File: src/rtl/dbus_xbar_n.sv
// Data-bus switch from the core data port to N address-windowed slaves.
// Fast slaves answer one cycle after the strobe; slow slaves use a busy handshake with a timeout watchdog.
module dbus_xbar_n #(
    parameter int N_SLAVES = 4,
    parameter logic [32*N_SLAVES-1:0] SLV_BASE = {32'h80000000, 32'h40000000, 32'h00080000, 32'h00000000},
    parameter logic [32*N_SLAVES-1:0] SLV_MASK = {32'h80000000, 32'hFFFF0000, 32'hFFFE0000, 32'hFFFFE000},
    parameter logic [N_SLAVES-1:0]    SLV_SLOW = 4'b1000,
    parameter int TIMEOUT = 1024
) (
    input  logic                    CLK,
    input  logic                    RST_X,
    input  logic [31:0]             C_ADDR,
    input  logic [31:0]             C_WDATA,
    input  logic [3:0]              C_WE,
    input  logic                    C_RE,
    output logic [31:0]             C_RDATA,
    output logic                    C_STALL,
    output logic                    C_ERR,
    output logic [31:0]             ERR_ADDR,
    output logic [31:0]             S_ADDR,
    output logic [31:0]             S_WDATA,
    output logic [4*N_SLAVES-1:0]   S_WE,
    output logic [N_SLAVES-1:0]     S_RE,
    input  logic [32*N_SLAVES-1:0]  S_RDATA,
    input  logic [N_SLAVES-1:0]     S_BUSY
);
    localparam int SEL_W = (N_SLAVES > 1) ? $clog2(N_SLAVES) : 1;
    localparam int CNT_W = $clog2(TIMEOUT);
    localparam logic [CNT_W-1:0] CNT_LAST = CNT_W'(TIMEOUT - 1);

    typedef enum logic [1:0] {IDLE, WAIT, RESP} state_t;
    typedef enum logic [1:0] {SRC_ZERO, SRC_HOLD, SRC_FAST} src_t;

    state_t           state, state_nxt;
    src_t             src_kind;
    logic [SEL_W-1:0] src_idx, r_sel, hit_idx;
    logic [CNT_W-1:0] cnt;
    logic [31:0]      l_addr, l_wdata, r_rdata;
    logic             hit_any, access, slow_hit, busy_sel;
    logic [31:0]      srd [N_SLAVES];

    for (genvar g = 0; g < N_SLAVES; g++) begin : g_rd
        assign srd[g] = S_RDATA[32*g +: 32];
    end

    assign access   = C_RE | (|C_WE);
    assign slow_hit = SLV_SLOW[hit_idx];
    assign busy_sel = S_BUSY[r_sel];

    // Scan downwards so the lowest matching window wins on overlap.
    always_comb begin
        hit_any = 1'b0;
        hit_idx = '0;
        for (int i = N_SLAVES - 1; i >= 0; i--) begin
            if ((C_ADDR & SLV_MASK[32*i +: 32]) == SLV_BASE[32*i +: 32]) begin
                hit_any = 1'b1;
                hit_idx = SEL_W'(i);
            end
        end
    end

    always_ff @(posedge CLK) begin
        if (!RST_X) state <= IDLE;
        else        state <= state_nxt;
    end

    always_comb begin
        state_nxt = state;
        case (state)
            IDLE:    if (access && hit_any && slow_hit) state_nxt = WAIT;
            WAIT:    if (!busy_sel || cnt == CNT_LAST) state_nxt = RESP;
            RESP:    state_nxt = IDLE;
            default: state_nxt = IDLE;
        endcase
    end

    always_comb begin
        S_WE    = '0;
        S_RE    = '0;
        C_STALL = 1'b0;
        S_ADDR  = (state == WAIT) ? l_addr  : C_ADDR;
        S_WDATA = (state == WAIT) ? l_wdata : C_WDATA;
        if (RST_X && state == IDLE && access && hit_any) begin
            for (int i = 0; i < N_SLAVES; i++) begin
                if (hit_idx == SEL_W'(i)) begin
                    S_WE[4*i +: 4] = C_WE;
                    S_RE[i]        = C_RE;
                end
            end
            C_STALL = slow_hit;
        end
        if (RST_X && state == WAIT) C_STALL = 1'b1;
    end

    // The read source only moves on an accepted access, so held data survives idle cycles.
    always_ff @(posedge CLK) begin
        if (!RST_X) begin
            src_kind <= SRC_ZERO;
            src_idx  <= '0;
            r_sel    <= '0;
            r_rdata  <= '0;
            cnt      <= '0;
            l_addr   <= '0;
            l_wdata  <= '0;
            C_ERR    <= 1'b0;
            ERR_ADDR <= '0;
        end else begin
            C_ERR <= 1'b0;
            case (state)
                IDLE: if (access) begin
                    if (!hit_any) begin
                        src_kind <= SRC_ZERO;
                        C_ERR    <= 1'b1;
                        ERR_ADDR <= C_ADDR;
                    end else if (slow_hit) begin
                        l_addr  <= C_ADDR;
                        l_wdata <= C_WDATA;
                        r_sel   <= hit_idx;
                        cnt     <= '0;
                    end else begin
                        src_kind <= SRC_FAST;
                        src_idx  <= hit_idx;
                    end
                end
                WAIT: begin
                    cnt <= cnt + 1'b1;
                    if (!busy_sel) begin
                        r_rdata  <= srd[r_sel];
                        src_kind <= SRC_HOLD;
                    end else if (cnt == CNT_LAST) begin
                        r_rdata  <= '0;
                        src_kind <= SRC_HOLD;
                        C_ERR    <= 1'b1;
                        ERR_ADDR <= l_addr;
                    end
                end
                default: ;
            endcase
        end
    end

    always_comb begin
        case (src_kind)
            SRC_FAST: C_RDATA = srd[src_idx];
            SRC_HOLD: C_RDATA = r_rdata;
            default:  C_RDATA = '0;
        endcase
    end
endmodule

File: config.mk
export PLATFORM = sky130hd
export DESIGN_NAME = dbus_xbar_n
export DESIGN_NICKNAME = d
export VERILOG_FILES = /design/src/rtl/dbus_xbar_n.sv
export SDC_FILE = /design/constraint.sdc
export NUM_CORES = 1
export LEC_CHECK = 0
export BUFFER_PORTS_ARGS = -buffer_cell sky130_fd_sc_hd__clkbuf_2
export CORE_MARGIN = 5
export CORE_UTILIZATION = 44
export DETAILED_ROUTE_END_ITERATION = 16
export PLACE_DENSITY = 0.85
export SLEW_MARGIN = 25
export SYNTH_ARGS = -nofsm -noshare
export SYNTH_HDL_FRONTEND = slang
export SYNTH_SLANG_ARGS = --single-unit
File: constraint.sdc
create_clock -name CLK -period 3.6 [get_ports CLK]
set_input_delay 0.54 -clock CLK [delete_from_list [all_inputs] [get_ports CLK]]
set_output_delay 0.54 -clock CLK [all_outputs]
set_load 0.01 [all_outputs]
==> run_results.csv <==
group,metric,value,unit
status,status,"completed",
setup_path,cp.required,3060,ps
setup_path,rr_endpoint,"ERR_ADDR[29]",
place,pre_cts_slack,743,ps
clocking,cts_buffers,17,
worst_hold_path,min_path_type,"primary input to flip-flop",
routing,initialDrtViolationCount,459,
setup_path,ff2ff_path_depth,6,
setup_path,r2r_slack,1150,ps
sta,tns,0,ps
place,place.gp.congestion,0.856,
synthesis,netlist_instances,924,
die,die_area,0.0220,mm2
sta,period_needed,2990,ps
synthesis,synthFlopType,"dfxtp_1",
synthesis,syn_nets,1130,
sta,worst_pin_slew,951,ps
synthesis,yosysMostFrequentCell,"nand2_1",
finish,final_cell_area,0.0109,mm2
synthesis,yosys-top-cells-count,"299 x nand2_1, 147 x dfxtp_1, 65 x mux4_2",
finish,nFillCells,1620,
grt,grt_pass1_wl,43600,um
grt,antenna_found_initial,5,
routing,vias,8314,
worst_hold_path,min_from,"C_WDATA[3]",
clocking,h-tree-depth,4,
place,dp_hpwl,20600,um
clocking,cts_setup_buffers,0,
die,dieHeight,148,um
grt,grt-ovfl-total,0,
finish,final_cells,1487,
grt,grt_util_all_layers,24.8,%
place,placed_area,0.0103,mm2
synthesis,yosys-top-cells-area,"dfxtp_1 35%, mux4_2 17%, nand2_1 13%",
sta,finalCritPeriodShare,83.0,%
setup_path,crit_path_end_kind,"output port",
clocking,clockBufferDepth,2,
sta,setup_ws,612,ps
synthesis,syn_area,0.00842,mm2
setup_path,path_class,"flip-flop to output port",
setup_path,regToRegStartpoint,"state[1]",
die,ios,353,
clocking,clk_pin_slew,60,ps
worst_hold_path,whs_path_depth,3,
die,coreArea,0.0188,mm2
routing,dr.pass1.iters,7,
finish,area_growth,29.4,%
die,start_util,44.9,%
power_and_ir_drop,power_density,417,mW/mm2
sta,rsz0062_at_grt,"no",
die,num_rows,50,
routing,routed_wl,27700,um
setup_path,critical_path_arrival,2450,ps
routing,viasPerCell,5.59,
place,post-place-cells,1449,
clocking,clkSinkCount,147,
sta,hold_violations,0,
clocking,cts_root_buf,"clkbuf_16",
power_and_ir_drop,irDropWorstVdd,0.000302,V
worst_hold_path,min_to,"l_wdata[3]",
sta,finalMaxSlewViolations,0,
sta,max_freq,335,MHz
clocking,clk_latency,410,ps
clocking,hold_buffers,0,
routing,drtAntennaViolNets,0,
place,port_buffers,352,
grt,grt_max_degree,84,
synthesis,ys_warn_count,0,
clocking,cts_resized,0,
synthesis,synth_cell_types,48,
die,dieWidth,148,um
synthesis,ys_seq_area_share,34.9,%
clocking,cts_tree,"built",
setup_path,cp_max_fo,76,
finish,final_layout_size_suffix_gt1_share,41.2,%
routing,post_drt_wl_per_cell,18.6,um
synthesis,ys_seq_elements,147,
grt,grt_pass1_vias,8221,
synthesis,async_flop_share,0,%
run,cap_violations,0,
routing,drcViolationCount,0,
synthesis,yosysTopAreaCellShare,34.9,%
synthesis,avgSynthCellArea,9.12,um2
synthesis,synth_edf_count,0,
sta,setup_violations,0,
finish,nNetsFinal,1441,
sta,worst_clock_skew,12.8,ps
power_and_ir_drop,p_leak,0.00485,uW
synthesis,synth_top_area_cell,"dfxtp_1",
setup_path,cp-start-kind,"flip-flop",
sta,relSlewSlack,36.6,%
[state kept, by name, summed over array words and instances, names as in the netlist, 10 cells and up]
signal and flops:
ERR_ADDR 32, l_addr 32, l_wdata 32, r_rdata 32, cnt 10
[routing by layer]
metal | routed length (um) | track usage, % | part of all wire, %
met5 | 0 | 0 | 0
met4 | 1030 | 10.2 | 3.7
met3 | 2690 | 7.43 | 9.7
met2 | 13500 | 42.3 | 49
met1 | 10500 | 29.2 | 38
[through the flow]
step                      total power, uW  hold slack (ps)  util (%)
after global placement               2760              438      54.7
final                                4540              361      58.1
after floorplan                      2420              433         -
after global routing                 4790              343      58.1
after CTS                            4590              336      57.9
after detailed placement             2790              445      54.7
[layout make-up]
type | count | area, um2 | area share [%]
Antenna cell | 5 | 12.5 | 0.115
Clock buffer | 19 | 453 | 4.15
Clock inverter | 13 | 140 | 1.29
Inverter | 4 | 15.0 | 0.138
Multi-Input combinational cell | 694 | 5100 | 46.8
Sequential cell | 147 | 2950 | 27.0
Tap cell | 234 | 293 | 2.69
Timing Repair Buffer | 371 | 1940 | 17.8
[power by group]
group	switching (uW)	total, uW	internal (uW)
registers	57.7	1790	1740
clock network	768	1780	1020
logic	527	966	440
[how the worst max path moves through the flow]
| stage | startpoint | to | cells past startpoint |
|---|---|---|---|
| 3_5_place_dp | C_ADDR[17] | S_WE[2] | 7 |
| 6_report | state[1] | C_STALL | 4 |
| 2_1_floorplan | C_WE[2] | S_RE[3] | 5 |
| 4_1_cts | state[1] | C_STALL | 4 |
| 3_3_place_gp | C_ADDR[17] | S_WE[2] | 7 |
| 5_1_grt | state[1] | C_STALL | 4 |
[cell families (layout without fill, tap and decap cells)]
group / count (synthesis) / count (layout) / synth area share (%)
AOI/OAI and AO/OA: 161 / 161 / 14.7
xor gates and xnor gates: 1 / 1 / 0.104
adders and majority gates: 3 / 3 / 0.446
buffers and inverters: 83 / 407 / 4.78
DFF: 147 / 147 / 34.9
muxes: 130 / 130 / 25.6
other: 0 / 5 / 0
and+or+nand+nor: 399 / 399 / 19.5
[worst max-delay path, stage by stage (launching register included)]
cell and delay [ps]:
dfxtp_1 450, nand2b_4 810, nand2_1 350, and2_1 280, clkbuf_2 150
[placed cells by master, fill, tap and decap left out, types with 3 or more instances in the layout]
| master | count |
|---|---|
| a21boi_0 | 28 |
| a21boi_1 | 40 |
| a21oi_1 | 5 |
| a22o_1 | 32 |
| a22oi_1 | 32 |
| and2_1 | 13 |
| and3_1 | 12 |
| buf_4 | 18 |
| clkbuf_16 | 17 |
| clkbuf_2 | 351 |
| clkinv_4 | 3 |
| dfxtp_1 | 145 |
| diode_2 | 5 |
| ha_1 | 3 |
| inv_1 | 4 |
| inv_6 | 4 |
| inv_8 | 3 |
| mux2_2 | 32 |
| mux2i_1 | 33 |
| mux4_2 | 65 |
| nand2_1 | 299 |
| nand3_1 | 6 |
| nor2_1 | 44 |
| nor2b_1 | 3 |
| nor3_1 | 5 |
| nor4_1 | 3 |
| o21a_1 | 4 |
| o21ai_0 | 8 |
(Power assumes the default switching activity.)
